## src/rtl/decode_issue_ctrl.sv

```systemverilog
// decode_issue_ctrl: decode-stage issue controller with RAW/WAW register scoreboard and writer cap (optional WB_BYPASS_EN lets writeback clear hazards same cycle)
module decode_issue_ctrl #(
  parameter int MAX_OUTSTANDING = 4,
  parameter int STALL_CNT_W = 16,
  localparam int OW = $clog2(MAX_OUTSTANDING + 1)
) (
  input  logic                   clk,
  input  logic                   rst,
  input  logic                   if_valid,
  input  logic [31:0]            if_instr,
  output logic                   id_ready,
  output logic                   issue_valid,
  output logic [31:0]            issue_instr,
  input  logic                   ex_ready,
  input  logic                   wb_valid,
  input  logic [4:0]             wb_rd,
  input  logic                   flush,
  output logic [31:0]            busy_vec,
  output logic [OW-1:0]          outstanding,
  output logic [STALL_CNT_W-1:0] stall_cycles
);
  localparam logic [6:0] LUI = 7'h37, AUIPC = 7'h17, JAL = 7'h6f, JALR = 7'h67;
  localparam logic [6:0] LOAD = 7'h03, OP_IMM = 7'h13, OP = 7'h33, BRANCH = 7'h63, STORE = 7'h23;
  typedef enum logic {EMPTY, HOLD} state_t;
  state_t state_q, state_d;
  logic [31:0] instr_q, busy_q, busy_eff, set_vec, clr_vec;
  logic [OW-1:0] cnt_q;
  logic [STALL_CNT_W-1:0] stall_q;
  logic [6:0] opcode;
  logic [4:0] rd, rs1, rs2;
  logic uses_rs1, uses_rs2, writes_rd, hazard, fire, accept, inc, dec;
  assign opcode = instr_q[6:0];
  assign rd = instr_q[11:7];
  assign rs1 = instr_q[19:15];
  assign rs2 = instr_q[24:20];
  assign uses_rs1 = opcode inside {JALR, LOAD, OP_IMM, OP, BRANCH, STORE};
  assign uses_rs2 = opcode inside {OP, BRANCH, STORE};
  assign writes_rd = (opcode inside {LUI, AUIPC, JAL, JALR, LOAD, OP_IMM, OP}) && rd != 5'd0;
`ifdef WB_BYPASS_EN
  assign busy_eff = busy_q & ~(wb_valid ? 32'(1) << wb_rd : 32'd0);
`else
  assign busy_eff = busy_q;
`endif
  assign hazard = (uses_rs1 & busy_eff[rs1]) | (uses_rs2 & busy_eff[rs2]) |
                  (writes_rd & busy_eff[rd]) | (writes_rd & (cnt_q == OW'(MAX_OUTSTANDING)));
  assign set_vec = (fire & writes_rd) ? 32'(1) << rd : 32'd0;
  assign clr_vec = (wb_valid & busy_q[wb_rd]) ? 32'(1) << wb_rd : 32'd0;
  assign inc = |set_vec;
  assign dec = |clr_vec;
  // State register
  always_ff @(posedge clk) begin
    if (rst) state_q <= EMPTY;
    else state_q <= state_d;
  end
  // Next state: flush beats accept, accept keeps HOLD even on a fire
  always_comb begin
    state_d = flush ? EMPTY : accept ? HOLD : fire ? EMPTY : state_q;
  end
  // Handshake outputs; a flush cycle neither issues nor accepts
  always_comb begin
    issue_valid = (state_q == HOLD) & ~hazard & ~flush;
    fire = issue_valid & ex_ready;
    id_ready = ~flush & ((state_q == EMPTY) | fire);
    accept = if_valid & id_ready;
  end
  // Held instruction only changes on accept
  always_ff @(posedge clk) begin
    if (rst) instr_q <= 32'd0;
    else if (accept) instr_q <= if_instr;
  end
  // Scoreboard: clear then set so a same-register set wins and the count nets out
  always_ff @(posedge clk) begin
    if (rst) begin
      busy_q <= 32'd0;
      cnt_q <= '0;
    end else begin
      busy_q <= (busy_q & ~clr_vec) | set_vec;
      cnt_q <= (inc & ~dec) ? cnt_q + 1'b1 : (dec & ~inc) ? cnt_q - 1'b1 : cnt_q;
    end
  end
  // Saturating count of blocked HOLD cycles
  always_ff @(posedge clk) begin
    if (rst) stall_q <= '0;
    else if (state_q == HOLD && hazard && !(&stall_q)) stall_q <= stall_q + 1'b1;
  end
  assign issue_instr = instr_q;
  assign busy_vec = busy_q;
  assign outstanding = cnt_q;
  assign stall_cycles = stall_q;
endmodule

```

## config.mk

```make
export PLATFORM = sky130hd
export DESIGN_NAME = decode_issue_ctrl
export DESIGN_NICKNAME = d
export VERILOG_FILES = /design/src/rtl/decode_issue_ctrl.sv
export SDC_FILE = /design/constraint.sdc
export NUM_CORES = 1
export LEC_CHECK = 0
export ABC_AREA = 1
export BUFFER_PORTS_ARGS = -buffer_cell sky130_fd_sc_hd__buf_4
export CAP_MARGIN = 5
export CORE_MARGIN = 2
export CORE_UTILIZATION = 30
export DETAILED_ROUTE_END_ITERATION = 12
export PLACE_DENSITY = 0.58
export SYNTH_ARGS = -nofsm -noshare
export SYNTH_HDL_FRONTEND = slang
export SYNTH_SLANG_ARGS = --single-unit
```

## constraint.sdc

```tcl
create_clock -name clk -period 6.9 [get_ports clk]
set_input_delay 0.69 -clock clk [delete_from_list [all_inputs] [get_ports clk]]
set_output_delay 0.69 -clock clk [all_outputs]
set_load 0.01 [all_outputs]
```

==> impl_results.md, run 1 <==
* Mapped Area at about 5700 µm²
* Routed WL at between 20 and 25 mm
* WL/cell at 16.2 µm
* Worst EP arrival at around 4 ns
* Switching Share at 0.299
* Comb pwr share at 0.159
* Critical Path RT at between 7 and 8 ns
* Width of the die at 141 µm
* Crit end category: register
* Grt met3 use at 0.0442
* Initial core utilization at 0.304
* Clock power share at 0.414
* Mapped Nets at 1016
* Total GRT Usage at 0.211
* Vias in the first global route at between 5000 and 6000
* Number of synthesized flops with an enable pin at 0
* # DRC at 0
* ANT cells at 0
* Final-report hold violation count at 0
* IO buf count at 127
* Final Cycle Share at 0.536
* Unique masters post-synth at 34
* Post-route antenna net violation count at 0
* Synth warn at 0
* # IOs at 128
* Flop pwr share at 0.426
* CTS tree: yes
* Max clock buf depth at 2
* Max IR drop VDD at 0.127 mV
* Post-synth top area share at 0.297
* DR vias at 6555
* Multi-input logic area at 3110 µm²
* CP startpoint: issue_instr[11]
* Final GP Congestion at 0.975
* Top cells by area, synth: dfxtp_1, nand2_1, nand3_1
* First-pass GRT wire length at 33.2 mm
* Clk Latency, worst-skew pair at around 0.35 ns
* Hold_sp: outstanding[2]
* Int Power at 0.000862 W
* Avg Cell Area, Syn at 5.85 µm²
* Status: finished clean
* Critical path peak fanout at 32
* Crit path launch type: register
* Synthesized instance count at 970
* Hold Crit Class: register to register
* Top cells by count, synth: nand2_1, inv_1, nand3_1
* Clk_skew at 0.0111 ns
* Fill cell count at 2102
* Leak at 3.19 nW
* Synth async-reset ratio at 0
* Final setup fails at 0
* Row count at 50
* Worst slew pin tran at 1.10 ns
* Yosys reg bits at 84
* GRT met1 Usage at 0.312
* Post-synthesis sequential area ratio at 0.297
* Grt ovf at 0
* Global routing's busiest layer: met1
* Grt met2 use at 0.302
* Critical path type: register to register
* Antenna violations before repair at 0
* Post-CTS Resized at 0
* Area leader, netlist: dfxtp_1
* Minimum clock period after layout at 3.70 ns
* Largest net degree at the start of global routing at 44
* Hold slack at approximately 0.5 ns
* Top-count cell post-synth: nand2_1
* Max-cap violations at 0
* Clock sinks at 84
* Setup total negative slack at 0 ns
* Drt initial violations at approximately 500
* RR Startpoint: issue_instr[11]
* DIE AREA at 20000 µm²
* Drt via density at 5.04
* Total CTS buffers at 9
* Final slew viol count at 0
* Relative slew slack at 0.264
* Share of cells above drive strength 1 at 0.159
* DR pass1 iterations at 5
* RSZ-0062 raised after global routing: false
* Layout area overhead at 23.6%
* H-tree depth at 3
* Clock transition at path regs at 0.07 ns
* Fmax at 270 MHz
* Reg area at 1680 µm²
* Net count reported at finish at between 1000 and 1500
* Ys flop type: dfxtp_1
* NetSw at 0.000368 W
* Hold Buf Count CTS at 0
* Post-CTS setup buffers at 0
* CTS Root Cell: clkbuf_16
* HPWL after DPL at 15.3 mm
* Die Y at 141 µm
* Total Power at 0.00123 W
* Pwr Density at 175 nW/µm²
* Core footprint at 18600 µm²
## area by class of cell
type	count	share of cell area
clock inverters	7	0.0116
inverters	170	0.0911
repair buffers	130	0.139
clock buffers	9	0.0321
flip-flops and latches	84	0.240
well taps	234	0.0418
multi-input cells	666	0.444
## flip-flops by register name, summed over array words and instances (netlist names)
name and count:
busy_vec 32, issue_instr 32, outstanding 3, stall_cycles 16, state_q 1
## through the flow
| step | std cells | instance area (µm²) | setup slack, ns | utilization |
|---|---|---|---|---|
| floorplan | 970 | 5670 | 3.75 | - |
| global placement | 1284 | 6700 | 3.20 | 0.359 |
| detailed placement | 1284 | 6700 | 3.21 | 0.359 |
| CTS | 1300 | 7010 | 3.22 | 0.376 |
| global route | 1300 | 7010 | 2.82 | 0.376 |
| finish | 1300 | 7010 | 3.20 | 0.376 |
## power by group through the flow
stage,clock network (W),registers (W),logic [W]
6_report,0.000510,0.000524,0.000196
5_1_grt,0.000543,0.000528,0.000223
4_1_cts,0.000523,0.000524,0.000197
3_5_place_dp,0,0.000535,0.000196
3_3_place_gp,0,0.000535,0.000196
2_1_floorplan,0,0.000528,0.000131
## cells by family (layout without fill, tap and decap cells)
family                   after synthesis  count (layout)  synth area share
XOR/XNOR                               7               7            0.0108
flip-flops                            84              84             0.297
AO/OA/AOI/OAI                        107             107             0.103
AND/OR/NAND/NOR                      549             549             0.426
adder cells (fa/ha/maj)                3               3           0.00794
buffers and inverters                220             316             0.155
## worst max-delay path: stages, from the launching register on
cell and delay [ns]:
dfxtp_1 0.74, clkinv_1 0.64, nand3_1 0.24, nand3_1 0.11, nand2_2 0.10, nand4_4 0.12
inv_1 0.09, buf_4 0.29, and2_1 0.18, ha_1 0.14, inv_1 0.06, fa_1 0.37
a21oi_1 0.14, o21ai_0 0.11, o21ai_0 0.16, a21oi_1 0.05
## layout by cell type (no fill, tap or decap), drive strengths merged, types with 9 or more instances in the layout
master,instances
nand2,246
inv,167
nand3,134
buf,130
nor2,106
dfxtp,84
a21oi,50
nand4,38
o21ai,35
nor3,12
o22ai,10
clkbuf,9
## routing by layer
layer	up-vias	routed length [µm]
met5	-	0
met4	0	639
met3	44	1760
met2	271	8910
met1	2952	9800
li1	3288	-
## worst paths after layout
check | endpoint | slack [ns] | cells past startpoint
setup / recovery | outstanding[2] | 3.20 | 15
hold / removal | outstanding[2] | 0.50 | 2
setup reg to reg | outstanding[2] | 3.20 | 15
hold reg to reg | outstanding[2] | 0.50 | 2
Power figures use the tool's default switching activity.
==> inputs of run 2 (changes only) <==
Clock period 6.9 ns to 3.7 ns, I/O delays scaled along.
==> impl_results.md, run 2 (synthesized netlist as in run 1, its figures left out) <==
* Final Cycle Share at 0.830 (+0.294)
* Relative slew slack at 0.280 (+0.0160)
* Width of the die at 141 µm (unchanged)
* Hold slack at 0.332 ns (-0.165 ns)
* Grt met3 use at 0.0580 (+0.0138)
* Max-cap violations at 0 (unchanged)
* Max clock buf depth at 2 (unchanged)
* Die Y at 141 µm (unchanged)
* Drt via density at 5.00 (-0.85%)
* GRT met1 Usage at 0.296 (-0.0155)
* CTS Root Cell: clkbuf_16
* Critical path type: register to register
* # IOs at 128 (unchanged)
* Post-CTS setup buffers at 0 (unchanged)
* Clock sinks at 84 (unchanged)
* Largest net degree at the start of global routing at 43 (-2.3%)
* Int Power at 0.00161 W (+87%)
* # DRC at 0 (unchanged)
* Global routing's busiest layer: met2
* Flop pwr share at 0.419 (-0.007)
* Worst EP arrival at 3.31 ns (-0.63 ns)
* Net count reported at finish at 1118 (+0.99%)
* Placed Cells incl. Taps at 1295 (+0.86%)
* Status: finished clean
* Crit path launch type: register
* ANT cells at 0 (unchanged)
* Initial core utilization at 0.304 (unchanged)
* Most common cell after layout, fill and taps aside: nand2_1
* RSZ-0062 raised after global routing: false
* Final GP Congestion at 0.951 (-2.5%)
* Worst slew pin tran at 1.07 ns (-0.0239 ns)
* Setup total negative slack at 0 ns (unchanged)
* Fill cell count at 2138 (+1.7%)
* Critical path peak fanout at 15 (-53%)
* Grt met2 use at 0.336 (+0.0342)
* Antenna violations before repair at 0 (unchanged)
* DR vias at 6554 (-0.015%)
* Post-route antenna net violation count at 0 (unchanged)
* H-tree depth at 3 (unchanged)
* Row count at 50 (unchanged)
* Crit end category: register
* HPWL after DPL at 15.6 mm (+1.8%)
* WL/cell at 16.6 µm (+2.0%)
* Critical Path RT at 3.93 ns (-3.21 ns)
* Max IR drop VDD at 0.231 mV (+83%)
* Routed WL at 21.7 mm (+2.8%)
* Comb pwr share at 0.173 (+0.014)
* Final setup fails at 0 (unchanged)
* Drt initial violations at 541 (+10%)
* IO buf count at 127 (unchanged)
* Non-Filler Instances at 1311 (+0.85%)
* Total CTS buffers at 9 (unchanged)
* NetSw at 0.000682 W (+85%)
* Hold Crit Class: input pin to register
* Clock transition at path regs at 0.07 ns (about the same)
* Fmax at 326 MHz (+20%)
* Hold Buf Count CTS at 0 (unchanged)
* Final slew viol count at 0 (unchanged)
* Pwr Density at 323 nW/µm² (+84%)
* Clk Latency, worst-skew pair at 0.35 ns (about the same)
* Layout area overhead at 24.9%
* Core footprint at 18600 µm² (unchanged)
* Final-report hold violation count at 0 (unchanged)
* Clk_skew at 0.00805 ns (-0.00303 ns)
* Post-CTS Resized at 0 (unchanged)
* Grt ovf at 0 (unchanged)
* Leak at 3.24 nW (+1.5%)
* Switching Share at 0.298 (-0.00132)
* Minimum clock period after layout at 3.07 ns (-0.629 ns)
* Total GRT Usage at 0.217 (+0.00602)
* DR pass1 iterations at 5 (unchanged)
* CTS tree: yes
* Share of cells above drive strength 1 at 0.168 (+0.00858)
* Vias in the first global route at 6035 (+1.4%)
* First-pass GRT wire length at 33.7 mm (+1.6%)
* Most frequent cells in the layout: nand2_1, inv_1, buf_4
* DIE AREA at 20000 µm² (unchanged)
* Final core utilization at 0.380 (+0.00409)
* Clock power share at 0.408 (-0.006)
[run 2: metal layers]
| layer | vias to the layer above | routed length, µm |
|---|---|---|
| met3 | 33 | 1910 |
| met2 | 283 | 9680 |
| met5 | - | 0 |
| met1 | 2935 | 9580 |
| li1 | 3303 | - |
| met4 | 0 | 543 |
[run 2: worst paths after layout]
check	slack [ns]	endpoint	cells after the start	from
worst max-delay path	0.63	outstanding[2]	18	issue_instr[7]
worst min-delay path	0.33	issue_instr[13]	5	if_instr[13]
worst max register to register	0.63	outstanding[2]	18	issue_instr[7]
worst min register to register	0.50	stall_cycles[9]	2	stall_cycles[9]
[run 2: layout make-up]
cell class | instances | area (µm²) | share of cell area
multi-input combinational | 666 | 3110 | 0.439
sequential | 84 | 1680 | 0.237
timing repair buffer | 141 | 1060 | 0.149
inverter | 170 | 638 | 0.0901
tap | 234 | 293 | 0.0413
clock buffer | 9 | 225 | 0.0318
clock inverter | 7 | 75.1 | 0.0106
[run 2: through the flow]
step                setup WS (ns)  total power (W)  instance area (µm²)
floorplan                   0.838          0.00123                 5670
global placement            0.547          0.00138                 6780
detailed placement          0.483          0.00138                 6780
CTS                         0.554          0.00232                 7080
global route                0.222          0.00241                 7080
finish                      0.630          0.00229                 7080
[run 2: worst max-delay path, cell delays in order (launching register included)]
cell     delay, ns
dfxtp_1       0.64
nand2_1       0.28
nor2_1        0.16
nor2_1        0.05
nand3_1       0.09
nand3_1       0.08
nand3_1       0.09
nand3_1       0.09
nand2_2       0.09
nand4_4       0.12
inv_1         0.10
and2_1        0.12
ha_1          0.14
inv_1         0.07
fa_1          0.39
a21oi_1       0.14
o21ai_0       0.10
o21ai_0       0.15
a21oi_1       0.05
[run 2: power groups by stage]
stage	logic (W)	clock network (W)	registers [W]
finish	0.000395	0.000934	0.000960
global route	0.000446	0.000999	0.000965
CTS	0.000396	0.000962	0.000960
detailed placement	0.000395	0	0.000981
global placement	0.000395	0	0.000981
floorplan	0.000245	0	0.000985
==> inputs of run 3 (changes only) <==
Clock period 3.7 ns to 3.2 ns, I/O delays scaled along.
==> impl_results.md, run 3 (synthesized netlist as in run 1, its figures left out) <==
* Placed Cells incl. Taps at 1304 (+0.69%)
* Setup total negative slack at 0 ns (unchanged)
* Critical Path RT at 3.44 ns (-0.49 ns)
* RR Startpoint: issue_instr[8]
* CTS Root Cell: clkbuf_16
* Largest net degree at the start of global routing at 46 (+7.0%)
* Final slew viol count at 0 (unchanged)
* DR vias at 6740 (+2.8%)
* Clk_skew at 0.0126 ns (+0.00460 ns)
* Hold Crit Class: input pin to register
* Minimum clock period after layout at 2.88 ns (-0.187 ns)
* HPWL after DPL at 15.8 mm (+1.4%)
* Hold Buf Count CTS at 0 (unchanged)
* # DRC at 0 (unchanged)
* IO buf count at 127 (unchanged)
* Final GP Congestion at 0.955 (+0.44%)
* Most common cell after layout, fill and taps aside: nand2_1
* Hold slack at 0.286 ns (-0.0454 ns)
* Crit path launch type: register
* Worst setup margin at 0.317 ns (-0.313 ns)
* Worst slew pin tran at 0.722 ns (-0.352 ns)
* Fmax at 347 MHz (+6.5%)
* Crit end category: register
* # IOs at 128 (unchanged)
* Worst EP arrival at 3.12 ns (-0.19 ns)
* Clk Latency, worst-skew pair at 0.36 ns (about the same)
* Register-to-Register Path Depth at 18 (unchanged)
* Routed WL at 21.8 mm (+0.62%)
* Final Cycle Share at 0.901 (+0.0712)
* Layout area overhead at 26.8%
* CP dominant cell by count: nand3_1
* Row count at 50 (unchanged)
* Max clock buf depth at 2 (unchanged)
* Net count reported at finish at 1127 (+0.81%)
* Core footprint at 18600 µm² (unchanged)
* First-pass GRT wire length at 34.0 mm (+0.90%)
* Total CTS buffers at 9 (unchanged)
* Initial core utilization at 0.304 (unchanged)
* CP max stage cell: dfxtp_1
* Clock transition at path regs at 0.07 ns (about the same)
* Top delay family on crit path: simple AND/OR/NAND/NOR gates
* H-tree depth at 3 (unchanged)
* Total GRT Usage at 0.218 (+0.00142)
* Drt initial violations at 519 (-4.1%)
* Width of the die at 141 µm (unchanged)
* Critical path type: register to register
* Most frequent cells in the layout: nand2_1, inv_1, buf_4
* Buf+Inv Stages, Crit Path at 2 (unchanged)
* CP Cell Sequence: nand2_2 -> nor2_1 -> a21oi_1 -> nand3_1 -> nand3_1 -> nand3_1 -> nand3_1 -> nand2_2 -> nand4_4 -> inv_1 -> and2_1 -> ha_1 -> inv_1 -> fa_1 -> a21oi_1 -> o21ai_0 -> o21ai_0 -> a21oi_1
* DR pass1 iterations at 5 (unchanged)
* Vias in the first global route at 6090 (+0.91%)
* Die Y at 141 µm (unchanged)
* Leak at 3.31 nW (+2.1%)
* Share of cells above drive strength 1 at 0.177 (+0.00874)
* Status: finished clean
* Final-report hold violation count at 0 (unchanged)
* Hold depth at 5 (unchanged)
* Dpl ws at 0.269 ns (-0.214 ns)
* Critical path peak fanout at 8 (-7)
* Post-route antenna net violation count at 0 (unchanged)
* Grt ovf at 0 (unchanged)
* Hold_sp: if_instr[19]
* Non-Filler Instances at 1320 (+0.69%)
* Slowest stage delay, CP at 0.52 ns (-0.12 ns)
* Relative slew slack at 0.514 (+0.235)
* DIE AREA at 20000 µm² (unchanged)
* ANT cells at 0 (unchanged)
* Clock sinks at 84 (unchanged)
* Antenna violations before repair at 0 (unchanged)
* Drt via density at 5.11 (+2.1%)
* Hold Path End: issue_instr[19]
* R2r endpoint: outstanding[2]
* WL/cell at 16.6 µm (about the same)
* RSZ-0062 raised after global routing: false
* R2R setup slack at 0.32 ns (-0.31 ns)
* Final setup fails at 0 (unchanged)
* Pwr Density at 385 nW/µm² (+19%)
* Max-cap violations at 0 (unchanged)
* CTS tree: yes
* Max IR drop VDD at 0.242 mV (+4.8%)
run 3: cell types whose count changed in the layout (fill, tap and decap cells not counted), sizes merged:
| cell | delta |
|---|---|
| buf | +9 |
| clkinvlp | -2 |
| bufinv | +1 |
| inv | +1 |
run 3: where the power goes:
part | switching (W) | internal [W] | leakage [nW]
clock network | 0.000495 | 0.000698 | 0.163
logic | 0.000289 | 0.000179 | 2.46
registers | 0.0000321 | 0.00108 | 0.683
total | 0.000816 | 0.00195 | 3.31
run 3: timing repair:
item                       CTS  global route
setup buffers                0             0
gates resized for setup      0             2
setup endpoints to repair    0             2
run 3: stage by stage:
| stage | utilization | total power (W) | area, µm² |
|---|---|---|---|
| 5_1_grt | 0.386 | 0.00290 | 7190 |
| 3_5_place_dp | 0.367 | 0.00160 | 6850 |
| 2_1_floorplan | - | 0.00142 | 5670 |
| 6_report | 0.386 | 0.00277 | 7190 |
| 3_3_place_gp | 0.367 | 0.00160 | 6850 |
| 4_1_cts | 0.385 | 0.00279 | 7180 |
run 3: worst max path at each step:
stage                         start  depth (start not counted)  slack, ns        endpoint
global placement           wb_rd[1]                         18       0.27  outstanding[2]
CTS                  issue_instr[7]                         19       0.25  outstanding[2]
detailed placement         wb_rd[1]                         18       0.27  outstanding[2]
global route        issue_instr[16]                         17       0.03  outstanding[1]
floorplan           issue_instr[15]                         23       0.34  outstanding[2]
finish               issue_instr[8]                         18       0.32  outstanding[2]
run 3: area by class of cell:
cell class | count | area, µm²
fill | 2090 | 11500
multi-input combinational | 666 | 3110
sequential | 84 | 1680
timing repair buffer | 150 | 1130
inverter | 170 | 642
tap | 234 | 293
clock buffer | 9 | 225
clock inverter | 7 | 106
run 3: layer usage:
metal	wire, µm	part of all wire	global-route usage
met5	0	0	0
met4	549	0.025	0.0726
met3	1980	0.090	0.0479
met1	9640	0.44	0.303
met2	9680	0.44	0.336
run 3: tightest hold or removal path, cell delays in order:
cell	delay, ns
buf_4	0.08
inv_1	0.03
nand4_1	0.07
nand2_1	0.05
nor2_1	0.07
